## config.mk

```make
export PLATFORM = sky130hd
export DESIGN_NAME = spw_tcr_pkt_mux
export DESIGN_NICKNAME = d
export VERILOG_FILES = /design/src/rtl/spw_tcr_pkg.sv /design/src/rtl/spw_tcr_ch_fifo.sv /design/src/rtl/spw_tcr_pkt_mux.sv
export SDC_FILE = /design/constraint.sdc
export NUM_CORES = 1
export LEC_CHECK = 0
export CORE_AREA = 2 2 252 354
export DETAILED_ROUTE_END_ITERATION = 12
export DIE_AREA = 0 0 254 356
export PLACE_DENSITY_LB_ADDON = 0.2
export SLEW_MARGIN = 25
export SYNTH_ARGS = -nofsm -noshare
export SYNTH_HDL_FRONTEND = slang
export SYNTH_SLANG_ARGS = --single-unit
```

## constraint.sdc

```tcl
create_clock -name CLOCK -period 4.9 [get_ports CLOCK]
set_input_delay 0.98 -clock CLOCK [delete_from_list [all_inputs] [get_ports CLOCK]]
set_output_delay 0.98 -clock CLOCK [all_outputs]
set_load 0.01 [all_outputs]
```

## src/rtl/spw_tcr_pkg.sv

```systemverilog
// Shared definitions for the SpwTCR host-side TX packet multiplexer.
//   - spw_nchar_t : 9-bit N-Char, bit 8 set marks a control character
//   - SPW_EOP / SPW_EEP : end-of-packet and error-end-of-packet codes
//   - IDLE / FWD / DRAIN : multiplexer FSM state encodings
package spw_tcr_pkg;

  typedef logic [8:0] spw_nchar_t;

  localparam spw_nchar_t SPW_EOP = 9'h100;
  localparam spw_nchar_t SPW_EEP = 9'h101;

  typedef logic [1:0] mux_state_t;

  localparam mux_state_t IDLE  = 2'd0;
  localparam mux_state_t FWD   = 2'd1;
  localparam mux_state_t DRAIN = 2'd2;

endpackage

```

## src/rtl/spw_tcr_ch_fifo.sv

```systemverilog
// Per-channel first-word-fall-through FIFO of 9-bit N-Chars.
// Ports:
//   clk, rst        : clock and asynchronous active-high reset
//   wr_en, wr_data  : write strobe and N-Char; writes while full are dropped
//   rd_en, rd_data  : pop strobe and head word (valid whenever !empty)
//   full, empty     : occupancy flags
module spw_tcr_ch_fifo
  import spw_tcr_pkg::*;
#(
  parameter int unsigned DEPTH = 16
) (
  input  logic       clk,
  input  logic       rst,
  input  logic       wr_en,
  input  spw_nchar_t wr_data,
  input  logic       rd_en,
  output spw_nchar_t rd_data,
  output logic       full,
  output logic       empty
);

  localparam int unsigned PtrW = $clog2(DEPTH);

  spw_nchar_t      mem_q [DEPTH];
  logic [PtrW-1:0] wr_ptr_q, rd_ptr_q;
  logic [PtrW:0]   count_q;
  logic            do_wr, do_rd;

  assign full    = (count_q == (PtrW + 1)'(DEPTH));
  assign empty   = (count_q == '0);
  // A write while full is dropped even if a pop frees a slot this cycle.
  assign do_wr   = wr_en && !full;
  assign do_rd   = rd_en && !empty;
  assign rd_data = mem_q[rd_ptr_q];

  always_ff @(posedge clk or posedge rst) begin
    if (rst) begin
      wr_ptr_q <= '0;
      rd_ptr_q <= '0;
      count_q  <= '0;
    end else begin
      // DEPTH is a power of two, so natural pointer overflow is the wrap.
      if (do_wr) wr_ptr_q <= wr_ptr_q + PtrW'(1);
      if (do_rd) rd_ptr_q <= rd_ptr_q + PtrW'(1);
      unique case ({do_wr, do_rd})
        2'b10:   count_q <= count_q + (PtrW + 1)'(1);
        2'b01:   count_q <= count_q - (PtrW + 1)'(1);
        default: count_q <= count_q;
      endcase
    end
  end

  always_ff @(posedge clk) begin
    if (do_wr) mem_q[wr_ptr_q] <= wr_data;
  end

endmodule

```

## src/rtl/spw_tcr_pkt_mux.sv

```systemverilog
// N-channel packet-aware TX multiplexer in front of the SpwTCR codec.
// Each channel owns a FWFT FIFO; a round-robin arbiter grants one channel and
// forwards its whole packet (through EOP/EEP) before re-arbitrating.
// Optional feature macro: SPW_PKT_MUX_TIMEOUT_EN (stall timeout, EEP insert,
// drain of the aborted packet remainder).
// Ports:
//   CLOCK, RESET        : clock and asynchronous active-high reset
//   CH_DATA_I, CH_WR    : per-channel N-Char (channel k at [9k+8:9k]) and strobe
//   CH_FULL, CH_EMPTY   : per-channel FIFO flags
//   DATA_O, WR_DATA_O   : N-Char and write strobe to codec
//   TX_FULL_I           : codec back-pressure
//   GRANT_O             : one-hot current grant, 0 when idle
//   CH_ABORT_O          : one-cycle abort pulse per channel (0 without option)
module spw_tcr_pkt_mux
  import spw_tcr_pkg::*;
#(
  parameter int unsigned N_CH    = 4,
  parameter int unsigned DEPTH   = 16,
  parameter int unsigned TIMEOUT = 1024
) (
  input  logic              CLOCK,
  input  logic              RESET,
  input  logic [N_CH*9-1:0] CH_DATA_I,
  input  logic [N_CH-1:0]   CH_WR,
  output logic [N_CH-1:0]   CH_FULL,
  output logic [N_CH-1:0]   CH_EMPTY,
  output logic [8:0]        DATA_O,
  output logic              WR_DATA_O,
  input  logic              TX_FULL_I,
  output logic [N_CH-1:0]   GRANT_O,
  output logic [N_CH-1:0]   CH_ABORT_O
);

  localparam int unsigned IdxW = $clog2(N_CH);

  if (N_CH < 2 || N_CH > 8 || DEPTH < 2 || (DEPTH & (DEPTH - 1)) != 0 || TIMEOUT < 1)
  begin : g_bad_param
    $error("spw_tcr_pkt_mux: illegal parameter set");
  end

  mux_state_t      state_q, state_d;
  logic [IdxW-1:0] gnt_q, gnt_d;
  logic [IdxW-1:0] last_q, last_d;
  spw_nchar_t      data_q, data_out;
  logic            wr_out;

  spw_nchar_t      fifo_dout [N_CH];
  logic [N_CH-1:0] fifo_full, fifo_empty, fifo_pop;
  spw_nchar_t      head;
  logic            head_empty;

  for (genvar k = 0; k < N_CH; k++) begin : g_ch
    spw_tcr_ch_fifo #(
      .DEPTH (DEPTH)
    ) u_fifo (
      .clk     (CLOCK),
      .rst     (RESET),
      .wr_en   (CH_WR[k]),
      .wr_data (CH_DATA_I[9*k +: 9]),
      .rd_en   (fifo_pop[k]),
      .rd_data (fifo_dout[k]),
      .full    (fifo_full[k]),
      .empty   (fifo_empty[k])
    );
  end

  assign CH_FULL    = fifo_full;
  assign CH_EMPTY   = fifo_empty;
  assign head       = fifo_dout[gnt_q];
  assign head_empty = fifo_empty[gnt_q];

  // Round-robin search starting one past the last channel served.
  logic            pick_vld;
  logic [IdxW-1:0] pick_idx;
  int unsigned     cand;
  logic [IdxW-1:0] cand_idx;

  always_comb begin
    pick_vld = 1'b0;
    pick_idx = '0;
    cand     = 0;
    cand_idx = '0;
    for (int unsigned i = 1; i <= N_CH; i++) begin
      cand     = (32'(last_q) + i) % N_CH;
      cand_idx = IdxW'(cand);
      if (!pick_vld && !fifo_empty[cand_idx]) begin
        pick_vld = 1'b1;
        pick_idx = cand_idx;
      end
    end
  end

`ifdef SPW_PKT_MUX_TIMEOUT_EN
  localparam int unsigned StallW = $clog2(TIMEOUT + 1);

  logic [StallW-1:0] stall_q, stall_d;
  logic [N_CH-1:0]   abort;
`endif

  always_comb begin
    state_d  = state_q;
    gnt_d    = gnt_q;
    last_d   = last_q;
    wr_out   = 1'b0;
    data_out = data_q;
    fifo_pop = '0;
`ifdef SPW_PKT_MUX_TIMEOUT_EN
    stall_d  = stall_q;
    abort    = '0;
`endif
    case (state_q)
      IDLE: begin
        // Grant cycle only; data starts moving the cycle after.
        if (pick_vld) begin
          gnt_d   = pick_idx;
          state_d = FWD;
        end
`ifdef SPW_PKT_MUX_TIMEOUT_EN
        stall_d = '0;
`endif
      end
      FWD: begin
        data_out = head;
        if (!head_empty && !TX_FULL_I) begin
          wr_out          = 1'b1;
          fifo_pop[gnt_q] = 1'b1;
          if (head[8]) begin
            last_d  = gnt_q;
            state_d = IDLE;
          end
        end
`ifdef SPW_PKT_MUX_TIMEOUT_EN
        if (stall_q == StallW'(TIMEOUT)) begin
          // Terminate the stalled packet with EEP as soon as the codec accepts.
          data_out     = SPW_EEP;
          wr_out       = !TX_FULL_I;
          fifo_pop     = '0;
          abort[gnt_q] = !TX_FULL_I;
          last_d       = last_q;
          state_d      = TX_FULL_I ? FWD : DRAIN;
        end else if (wr_out) begin
          stall_d = '0;
        end else if (head_empty && !TX_FULL_I) begin
          stall_d = stall_q + StallW'(1);
        end
`endif
      end
`ifdef SPW_PKT_MUX_TIMEOUT_EN
      DRAIN: begin
        // Discard the rest of the aborted packet; the grant stays held.
        if (!head_empty) begin
          fifo_pop[gnt_q] = 1'b1;
          if (head[8]) begin
            last_d  = gnt_q;
            state_d = IDLE;
          end
        end
      end
`endif
      default: state_d = IDLE;
    endcase
  end

  always_ff @(posedge CLOCK or posedge RESET) begin
    if (RESET) begin
      state_q <= IDLE;
      gnt_q   <= '0;
      last_q  <= IdxW'(N_CH - 1);
      data_q  <= '0;
    end else begin
      state_q <= state_d;
      gnt_q   <= gnt_d;
      last_q  <= last_d;
      data_q  <= data_out;
    end
  end

`ifdef SPW_PKT_MUX_TIMEOUT_EN
  always_ff @(posedge CLOCK or posedge RESET) begin
    if (RESET) begin
      stall_q <= '0;
    end else begin
      stall_q <= stall_d;
    end
  end

  assign CH_ABORT_O = abort;
`else
  assign CH_ABORT_O = '0;
`endif

  always_comb begin
    GRANT_O = '0;
    if (state_q != IDLE) GRANT_O[gnt_q] = 1'b1;
  end

  assign DATA_O    = data_out;
  assign WR_DATA_O = wr_out;

endmodule

```

==> results.cfg <==
[synthesis]
yosys.cell_count.top_type = edfxtp_1
yosys_warnings = 0
synth_cells = 1385
synth_common_cells = 576 x edfxtp_1, 137 x mux4_2, 78 x nor2_1, 67 x nand2_1, 64 x dfrtp_1
syn_area_per_cell_um2 = 18.8
synth-main-ff-cell = edfxtp_1
synth-seq-area-share_pct = 72.9
synth_area_leaders = edfxtp_1 67%, mux4_2 12%, dfrtp_1 6.2%, mux2i_1 2.4%, ha_1 1.7%
yosysUniqueCellTypes = 48
synth_top_area_share_pct = 66.5
synth-seq-cells = 642
syn_area_mm2 = 0.0260
async_reset_ff_share_pct = 10.3
synth_top_cell_by_area = edfxtp_1
synth-edff-count = 576

[power]
power.total_w = 0.0177
power_leakage_nw = 10.1
pwr-share-comb_pct = 30.8
pwr-share-seq_pct = 42.0
p_sw_w = 0.00566
ir_drop_mv = 0.431
p_per_area_mw_per_mm2 = 580
intPower_w = 0.0120
clkPwrFrac_pct = 27.2
swShare_pct = 32.0

[global_routing]
grt_usage_pct = 14.1
use_met3_pct = 1.99
overflow = 0
grt_pass1_vias = 13783
grt_pass1_wl_um = 92500
grt_max_degree = 44
antenna_found_initial = 0
met2_usage_pct = 25.8
grt_util_met1_pct = 16.9
grt.busiest_layer = met2

[outcome]
status = finished clean

[critical_path]
slowest_stage = dfrtp_4
worst_ep_required_time_ns = 3.92
path_cells = buf_4 -> mux2_4 -> o311ai_2 -> a221oi_1 -> a22o_1 -> nor4_1 -> a21oi_1 -> clkdlybuf4s50_1
end_kind = primary output
worst_ep_arrival_time_ns = 3.72
max_stage_delay_ns = 0.68
path_class = reg -> out
start_kind = flip-flop
critPathMaxFanout = 28

[floorplanning]
ios = 69
initial_utilization_pct = 29.7
core_region_area_mm2 = 0.0875
die_area_mm2 = 0.0904
die_height_um = 356
rows = 129
die_width_um = 254

[clock_network]
path_clk_slew_ns = 0.06
htreeDepth = 2
cts_tree = yes
ctsHoldBuffers = 0
cts_root_buf = clkbuf_16
clockBufferDepth = 3
cts_made_buffers = 61
clock_sinks = 642
clk_latency_ns = 0.64

[timing]
finalCriticalPeriod_ns = 4.70
clock.fmax_mhz = 213
period_share_pct = 96.0
tightest_slew_ns = 1.01
fin_skew_ns = 0.0106
finalSetupViolCount = 0
finalHoldViolations = 0
drv_slew = 0
slew_headroom_pct = 32.2
setup_tns_ns = 0
grt_setup_unrepaired = no

[place]
io_buffers = 64
dp.final_hpwl_um = 41000
gp_congestion = 0.731

[routing]
vias = 12647
drt_iter0_markers = 784
wire_per_inst_um = 22.8
via_per_inst = 4.62
wl_um = 62500
dr.pass1.iters = 4
drc = 0
postRouteAntennaNets = 0

[finish]
fin_nets = 1591
insertedDiodeCount = 0
area_growth_pct = 17.1
drive_gt1_share_pct = 22.2

[run]
maxCapViolCount = 0

[min_path]
hold_path_class = reg -> reg
critical path, delay by kind of cell (launching register included):
family	cells	cell delay [ns]
buf+inv	2	0.79
compound gates	4	0.74
flops	1	0.68
simple gates	1	0.55
mux	1	0.31
sequential cells by signal, indices dropped and copies added, names as in the netlist:
register and cells:
g_ch.u_fifo.rd_ptr_q 16, gnt_q 2, state_q 1, last_q 2
g_ch.u_fifo.count_q 20, g_ch.u_fifo.wr_ptr_q 16, data_q 9, g_ch.u_fifo.mem_q 576
per-layer routing:
layer	wire (µm)	share of wire [%]
met5	0	0
met4	1700	2.7
met3	1870	3.0
met2	33300	53
met1	25600	41
layout make-up:
class                   instances  area [µm²]
fillers                      8342       57000
multi-input cells             636        6610
flip-flops and latches        642       19000
clock buffers                  71        1610
inverters                      27         103
repair buffers                140        1260
well taps                    1179        1480
clock inverters                44         409
layout by cell type, fill, tap and decap left out, types with 11 or more instances in the layout:
cell / count
clkinv_2: 13
a22oi_1: 24
nand2b_1: 11
nor2_2: 15
clkinv_1: 15
xor2_1: 16
dfrtp_1: 56
buf_4: 71
clkdlybuf4s50_1: 64
o21ai_0: 15
nor3_1: 15
nand4_1: 13
nand2_1: 67
ha_1: 36
and2_1: 11
nor2b_1: 14
xnor2_1: 28
mux4_2: 137
a21oi_1: 13
clkbuf_16: 63
mux2i_1: 63
nor2_1: 65
inv_1: 26
a31oi_1: 12
o22ai_1: 18
edfxtp_1: 576
cells by family after synthesis:
family	count (synthesis)	share of synthesized area, %
flops	642	72.9
simple gates	240	4.34
mux	210	14.7
buf+inv	110	1.98
compound gates	98	2.54
xor+xnor	44	1.48
fa+ha+maj	40	2.04
other cells	1	0.0144
path summary, 6_finish.rpt:
kind / from / to / slack, ns / cells after the start
worst min register to register: g_ch[0].u_fifo.count_q[4]$_DFFE_PP0P_ / g_ch[0].u_fifo.count_q[4]$_DFFE_PP0P_ / 0.50 / 1
worst max register to register: g_ch[0].u_fifo.count_q[0]$_DFFE_PP0P_ / g_ch[0].u_fifo.count_q[4]$_DFFE_PP0P_ / 1.46 / 11
worst min-delay path: g_ch[0].u_fifo.count_q[4]$_DFFE_PP0P_ / g_ch[0].u_fifo.count_q[4]$_DFFE_PP0P_ / 0.50 / 1
max in group asynchronous: RESET / g_ch[2].u_fifo.rd_ptr_q[0]$_DFFE_PP0P_ / 3.09 / 3
worst max-delay path: g_ch[0].u_fifo.rd_ptr_q[1]$_DFFE_PP0P_ / DATA_O[8] / 0.20 / 8
min in group asynchronous: RESET / g_ch[0].u_fifo.count_q[0]$_DFFE_PP0P_ / 0.74 / 2
power by group through the flow:
| stage | clock network [W] | logic, W | registers, W |
|---|---|---|---|
| finish | 0.00480 | 0.00544 | 0.00743 |
| detailed placement | 0 | 0.00554 | 0.00756 |
| global placement | 0 | 0.00547 | 0.00753 |
| floorplan | 0 | 0.00386 | 0.00707 |
| CTS | 0.00495 | 0.00556 | 0.00745 |
| global route | 0.00513 | 0.00593 | 0.00754 |
stage by stage:
stage	cell area [µm²]	util [%]	std cells	setup slack, ns	hold slack [ns]
3_3_place_gp	28400	32.4	2623	0.635	0.478
4_1_cts	30400	34.7	2738	0.0125	0.496
5_1_grt	30400	34.8	2739	0.0107	0.502
6_report	30400	34.8	2739	0.197	0.496
2_1_floorplan	26000	-	1388	1.73	0.461
3_5_place_dp	28400	32.4	2623	0.622	0.482
what timing repair did:
action,4_1_cts,5_1_grt
endpoints found under the setup margin,4,3
gates resized for setup,2,4
pin swaps,0,0
hold endpoints to repair,0,0
setup buffers,0,1
Power figures use the tool's default switching activity.
